File: config.mk
export PLATFORM = sky130hd
export DESIGN_NAME = alu_issue_ctrl
export DESIGN_NICKNAME = d
export VERILOG_FILES = /design/src/rtl/alu_issue_ctrl.sv
export SDC_FILE = /design/constraint.sdc
export NUM_CORES = 1
export LEC_CHECK = 0
export BUFFER_PORTS_ARGS = -buffer_cell sky130_fd_sc_hd__buf_4
export CAP_MARGIN = 20
export CORE_MARGIN = 2
export CORE_UTILIZATION = 30
export CTS_BUF_LIST = sky130_fd_sc_hd__clkbuf_8
export DETAILED_ROUTE_END_ITERATION = 16
export GPL_ROUTABILITY_DRIVEN = 0
export SYNTH_ARGS = -nofsm -noshare
export SYNTH_HDL_FRONTEND = slang
export SYNTH_SLANG_ARGS = --single-unit
File: constraint.sdc
create_clock -name clk -period 2.3 [get_ports clk]
set_clock_uncertainty 0.05 [all_clocks]
set_input_delay 0.345 -clock clk [delete_from_list [all_inputs] [get_ports clk]]
set_output_delay 0.345 -clock clk [all_outputs]
set_load 0.01 [all_outputs]
File: src/rtl/alu_issue_ctrl.sv
// ---------------------------------------------------------------------------
// alu_issue_ctrl : decodes one instruction, drives the ALU, returns result/branch.
// Optional: ALU_OVF_DETECT_EN adds resp_ovf.     Rev 1.0
// ---------------------------------------------------------------------------
`default_nettype none

module alu_issue_ctrl #(
  parameter int DATA_W = 32,
  parameter int TAG_W  = 4
) (
  input  logic              clk,
  input  logic              reset,
  input  logic              req_valid,
  output logic              req_ready,
  input  logic [5:0]        req_opcode,
  input  logic [5:0]        req_funct,
  input  logic [DATA_W-1:0] req_op_a,
  input  logic [DATA_W-1:0] req_op_b,
  input  logic [TAG_W-1:0]  req_tag,
  output logic [DATA_W-1:0] alu_data1,
  output logic [DATA_W-1:0] alu_data2,
  output logic [2:0]        alu_ctrl,
  input  logic [DATA_W-1:0] alu_result,
  input  logic              alu_zero,
  output logic              resp_valid,
  input  logic              resp_ready,
  output logic [DATA_W-1:0] resp_result,
  output logic              resp_zero,
  output logic              resp_taken,
  output logic              resp_illegal,
  output logic [TAG_W-1:0]  resp_tag
`ifdef ALU_OVF_DETECT_EN
  ,
  output logic              resp_ovf
`endif
);

  typedef enum logic [1:0] {
    IDLE = 2'd0,
    EXEC = 2'd1,
    RESP = 2'd2
  } state_t;

  localparam logic [1:0] BR_NONE = 2'd0;
  localparam logic [1:0] BR_EQ   = 2'd1;
  localparam logic [1:0] BR_NE   = 2'd2;

  localparam logic [2:0] OP_ADD = 3'b000;
  localparam logic [2:0] OP_SUB = 3'b001;
  localparam logic [2:0] OP_AND = 3'b010;
  localparam logic [2:0] OP_OR  = 3'b011;
  localparam logic [2:0] OP_SLL = 3'b100;
  localparam logic [2:0] OP_SRL = 3'b101;

  state_t            state_q, state_d;
  logic              req_ready_q, req_ready_d;
  logic [DATA_W-1:0] alu_data1_q, alu_data1_d;
  logic [DATA_W-1:0] alu_data2_q, alu_data2_d;
  logic [2:0]        alu_ctrl_q, alu_ctrl_d;
  logic [TAG_W-1:0]  tag_q, tag_d;
  logic [1:0]        br_q, br_d;
  logic              resp_valid_q, resp_valid_d;
  logic [DATA_W-1:0] resp_result_q, resp_result_d;
  logic              resp_zero_q, resp_zero_d;
  logic              resp_taken_q, resp_taken_d;
  logic              resp_illegal_q, resp_illegal_d;
  logic              ovf_q, ovf_d;
  logic              exec_ovf;

  logic [2:0]        dec_code;
  logic              dec_legal;
  logic [1:0]        dec_br;

  always_comb begin
    dec_code  = OP_ADD;
    dec_legal = 1'b0;
    dec_br    = BR_NONE;
    case (req_opcode)
      6'b000000: begin
        dec_legal = 1'b1;
        case (req_funct)
          6'b100000: dec_code = OP_ADD;
          6'b100010: dec_code = OP_SUB;
          6'b100100: dec_code = OP_AND;
          6'b100101: dec_code = OP_OR;
          6'b000000: dec_code = OP_SLL;
          6'b000010: dec_code = OP_SRL;
          default:   dec_legal = 1'b0;
        endcase
      end
      6'b001000, 6'b100011, 6'b101011: begin
        dec_code  = OP_ADD;
        dec_legal = 1'b1;
      end
      6'b001100: begin
        dec_code  = OP_AND;
        dec_legal = 1'b1;
      end
      6'b001101: begin
        dec_code  = OP_OR;
        dec_legal = 1'b1;
      end
      6'b000100: begin
        dec_code  = OP_SUB;
        dec_legal = 1'b1;
        dec_br    = BR_EQ;
      end
      6'b000101: begin
        dec_code  = OP_SUB;
        dec_legal = 1'b1;
        dec_br    = BR_NE;
      end
      default: dec_legal = 1'b0;
    endcase
  end

`ifdef ALU_OVF_DETECT_EN
  // For subtract the effective second operand is negated, so its sign flips.
  logic b_sign_eff;
  assign b_sign_eff = (alu_ctrl_q == OP_SUB) ? ~alu_data2_q[DATA_W-1] : alu_data2_q[DATA_W-1];
  assign exec_ovf   = ((alu_ctrl_q == OP_ADD) || (alu_ctrl_q == OP_SUB))
                   && (alu_data1_q[DATA_W-1] == b_sign_eff)
                   && (alu_result[DATA_W-1] != alu_data1_q[DATA_W-1]);
`else
  assign exec_ovf = 1'b0;
`endif

  always_comb begin
    state_d        = state_q;
    req_ready_d    = req_ready_q;
    alu_data1_d    = alu_data1_q;
    alu_data2_d    = alu_data2_q;
    alu_ctrl_d     = alu_ctrl_q;
    tag_d          = tag_q;
    br_d           = br_q;
    resp_valid_d   = resp_valid_q;
    resp_result_d  = resp_result_q;
    resp_zero_d    = resp_zero_q;
    resp_taken_d   = resp_taken_q;
    resp_illegal_d = resp_illegal_q;
    ovf_d          = ovf_q;
    case (state_q)
      IDLE: begin
        if (req_valid && req_ready_q) begin
          tag_d       = req_tag;
          br_d        = dec_br;
          req_ready_d = 1'b0;
          if (dec_legal) begin
            alu_data1_d = req_op_a;
            alu_data2_d = req_op_b;
            alu_ctrl_d  = dec_code;
            state_d     = EXEC;
          end else begin
            // ALU port registers keep their previous values on illegal ops.
            resp_valid_d   = 1'b1;
            resp_result_d  = '0;
            resp_zero_d    = 1'b0;
            resp_taken_d   = 1'b0;
            resp_illegal_d = 1'b1;
            ovf_d          = 1'b0;
            state_d        = RESP;
          end
        end
      end
      EXEC: begin
        resp_valid_d   = 1'b1;
        resp_result_d  = alu_result;
        resp_zero_d    = alu_zero;
        resp_taken_d   = (br_q == BR_EQ) ? alu_zero :
                         (br_q == BR_NE) ? ~alu_zero : 1'b0;
        resp_illegal_d = 1'b0;
        ovf_d          = exec_ovf;
        state_d        = RESP;
      end
      RESP: begin
        if (resp_ready) begin
          resp_valid_d = 1'b0;
          req_ready_d  = 1'b1;
          state_d      = IDLE;
        end
      end
      default: begin
        state_d      = IDLE;
        req_ready_d  = 1'b1;
        resp_valid_d = 1'b0;
      end
    endcase
  end

  always_ff @(posedge clk) begin
    if (reset) begin
      state_q        <= IDLE;
      req_ready_q    <= 1'b1;
      alu_data1_q    <= '0;
      alu_data2_q    <= '0;
      alu_ctrl_q     <= 3'b000;
      tag_q          <= '0;
      br_q           <= BR_NONE;
      resp_valid_q   <= 1'b0;
      resp_result_q  <= '0;
      resp_zero_q    <= 1'b0;
      resp_taken_q   <= 1'b0;
      resp_illegal_q <= 1'b0;
      ovf_q          <= 1'b0;
    end else begin
      state_q        <= state_d;
      req_ready_q    <= req_ready_d;
      alu_data1_q    <= alu_data1_d;
      alu_data2_q    <= alu_data2_d;
      alu_ctrl_q     <= alu_ctrl_d;
      tag_q          <= tag_d;
      br_q           <= br_d;
      resp_valid_q   <= resp_valid_d;
      resp_result_q  <= resp_result_d;
      resp_zero_q    <= resp_zero_d;
      resp_taken_q   <= resp_taken_d;
      resp_illegal_q <= resp_illegal_d;
      ovf_q          <= ovf_d;
    end
  end

  assign req_ready    = req_ready_q;
  assign alu_data1    = alu_data1_q;
  assign alu_data2    = alu_data2_q;
  assign alu_ctrl     = alu_ctrl_q;
  assign resp_valid   = resp_valid_q;
  assign resp_result  = resp_result_q;
  assign resp_zero    = resp_zero_q;
  assign resp_taken   = resp_taken_q;
  assign resp_illegal = resp_illegal_q;
  assign resp_tag     = tag_q;
`ifdef ALU_OVF_DETECT_EN
  assign resp_ovf     = ovf_q;
`else
  logic unused_ovf;
  assign unused_ovf = ovf_q ^ exec_ovf;
`endif

endmodule

`default_nettype wire
==> impl.org <==
** Route
- The detailed router placed 3696 vias in this run.
- Number of iterations in the first detailed-routing pass :: 4
- Top layer used by detailed routing :: met4
- Met3 routed WL :: 1.30 mm
- DRT Wirelength :: 11.4 mm
- Wire per inst :: 14.3 um
- Via density per instance :: 4.61
- After the first detailed-routing iteration, the DRC count stood at 116.
- For this run, design rule violations remaining after detail routing come to 0.
- Post-route ant nets :: 0
- In the final routing, the length of wire on met1 measures 4.35 mm.
- Detailed-routed wire length on met2 :: around 5.7 mm

** Clocking
- The tree built by TritonCTS fans out to 112 sinks.
- After clock tree synthesis, the repair step resized 0 gates.
- The tree is rooted in a clkbuf_8.
- After clock tree synthesis, the clock-pin slew on the worst setup and hold paths is around 0.11 ns.
- Number of buffers between clock root and the deepest sink :: 2
- Once the clock tree was built, the setup fixing pass inserted 0 buffers.
- At the later pin of the worst-skew pair, clock insertion delay measures 0.37 ns.
- In this run, CTS created clock tree buffers numbering 9.
- Hold buffer count at CTS :: 0
- H-tree levels :: 3
- TritonCTS built the clock tree.

** Yosys
- Post-synth net total :: 520
- After technology mapping, the gate count stands at roughly 400.
- Yosys top cell area share :: 54.9%
- After synthesis, flip-flops and latches occupy 54.9% of the total area.
- Leading post-synthesis cells by instance count :: nor2_1, dfxtp_1, mux2i_1
- Among all flip-flop cells after synthesis, the most frequent one is dfxtp_1.
- Mean instance size in the synthesized netlist :: 10.1 um^2
- Counting flops with a built-in enable in the synthesized netlist gives 0.
- Yosys instantiated no cell more often than nor2_1.
- Proportion of register bits with asynchronous set or reset after synthesis :: 0%
- Cell taking the most area after synthesis :: dfxtp_1
- Mapped cell area :: 4090 um^2
- Unique masters post-synth :: 34
- Cells taking the most area after synthesis :: dfxtp_1, mux2i_1, nor2_1
- In this run, synthesis produced a sequential element count of about 110.
- For this run, the number of Yosys warnings is 0.

** Setup path
- Category of the worst setup path launch point :: flop
- Data arrives at the worst endpoint at 2.01 ns.
- Element type at the critical path end :: flop
- Crit path max fanout :: 42
- Data on the critical path is required at its endpoint by roughly 2.5 ns.
- The worst setup path is of the flop to flop kind.

** Placement
- Before CTS, the worst setup slack after placement is 0.111 ns.
- The HPWL after detailed placement is 8.51 mm.
- During placement, the flow inserted port buffers numbering 224.

** Timing
- Subtracting the final worst setup slack from the clock period gives 1.81 ns.
- Derived from the worst setup path, the maximum achievable clock frequency is 0.554 GHz.
- The max-slew violation total from the final report is 0.
- Setup violations remaining at the end of the flow were counted as 0.
- Final hold violations :: 0
- Slew of the pin with the lowest slew margin :: between 0.6 and 0.7 ns
- Setup WS post-layout :: 0.495 ns
- RSZ-0062 raised after global routing :: no
- The worst pin sits at a relative slew slack of around 58%.
- The final critical path takes up 78.5% of the cycle.
- Summed over all failing endpoints, the final setup total negative slack is 0 ns.

** Hold path
- The worst hold path belongs to the class input port to flop.

** Global route
- The first global-routing pass estimated approximately 18 mm of wire.
- Overall global routing resource usage :: 15.7%
- Entering global routing, the biggest net connects 61 pins.
- The number of global-route vias before repair is 3692.
- The initial antenna violation count is 0.
- Global route total overflow :: 0

** Floorplanning
- Site Rows :: 42
- Measured along the y axis, the die boundary spans 121 um.
- From left edge to right edge, the die measures 121 um.
- For this design the top-level I/O count stands at ~230.
- Area of the core :: 13300 um^2
- Die ar. :: 14600 um^2
- Initial Util :: 30.7%

** Power
- Sum of internal, switching and leakage power :: 3.59 mW
- Peak ir drop on the vdd network :: between 0.5 and 0.6 mV
- Power Density :: 583 nW/um^2
- Static leakage :: around 2.6 nW

** Final layout
- Net total in the final layout :: 738
- Ratio of cells with drive above 1 in the final layout :: roughly two fifths
- Count of filler cells inserted in the layout :: 1271
- Layout overhead on the synthesized area :: 50.8%
- Area used by sequential logic in the layout :: 2240 um^2
- Number of antenna diodes :: 0
- Area of combinational cells with multiple inputs :: roughly 1700 um^2

** Flow run
- Number of max-capacitance violations reported :: 0

** Outcome
- The flow ran to the end, and the final reports show no timing, DRC or antenna violations.
[routing by layer]
| metal | global-route usage (%) | up-vias |
|---|---|---|
| li1 | - | 1826 |
| met1 | 16.8 | 1710 |
| met2 | 27.2 | 152 |
| met3 | 8.40 | 8 |
| met4 | 3.92 | 0 |
| met5 | 0 | - |
[worst max-delay path, stage by stage, from the launching register on]
cell and delay (ns):
dfxtp_1 0.37, nor2_1 0.19, nand3_1 0.19, a31oi_4 0.26, buf_12 0.28, mux2i_1 0.24, nor2_1 0.05
[per-stage QoR]
step	cells	hold WS (ns)	area [um^2]	util [%]
floorplan	403	0.421	4090	-
global placement	786	0.410	5970	44.9
detailed placement	786	0.415	5970	44.9
CTS	802	0.116	6170	46.4
global route	802	0.114	6170	46.4
finish	802	0.143	6170	46.4
[cells by family after synthesis]
group	after synthesis	synth area share [%]
AO/OA/AOI/OAI	53	9.43
buffers and inverters	29	4.13
AND/OR/NAND/NOR	140	14.7
multiplexers	69	16.9
flip-flops	112	54.9
[final timing paths]
path                 from             to  slack (ns)  depth (start not counted)
min reg2reg   alu_ctrl[2]    alu_ctrl[2]        0.43                          2
max reg2reg    state_q[0]  alu_data2[23]        0.49                          6
min          req_op_a[27]  alu_data1[27]        0.14                          3
max            state_q[0]  alu_data2[23]        0.49                          6
[cell type report]
| cell class | instances | area share (%) |
|---|---|---|
| Clock buffer | 9 | 2.01 |
| Tap cell | 176 | 3.57 |
| Clock inverter | 7 | 1.16 |
| Sequential cell | 112 | 36.4 |
| Inverter | 2 | 0.122 |
| Multi-Input combinational cell | 262 | 27.5 |
| Timing Repair Buffer | 234 | 29.3 |
[placed cells by master (no fill, tap or decap), types with 2 or more instances in the layout]
cell and instances:
dfxtp_1 112, a22oi_1 35, nor2_1 113, nor3_1 2
buf_12 4, a21oi_1 5, o21ai_1 2, inv_1 3
clkbuf_8 9, buf_4 230, nand4_1 2, clkinvlp_4 2
nand2_1 5, o21ai_0 2, nand3_1 4, nand2b_1 5
mux2i_1 68, nor4_2 2
[sequential cells by signal, indices dropped and copies added, names as in the netlist]
name	count
alu_data1	32
alu_data2	32
resp_result	32
resp_tag	4
alu_ctrl	3
br_q	2
state_q	2
req_ready	1
resp_illegal	1
resp_taken	1
resp_valid	1
resp_zero	1
[report_power, final]
group / switching, mW / total (mW) / leakage (nW) / internal, mW
clock: 0.671 / 1.18 / 0.0970 / 0.504
combinational: 0.184 / 0.424 / 1.65 / 0.239
sequential: 0.0220 / 2.00 / 0.905 / 1.97
(Power assumes the default switching activity.)
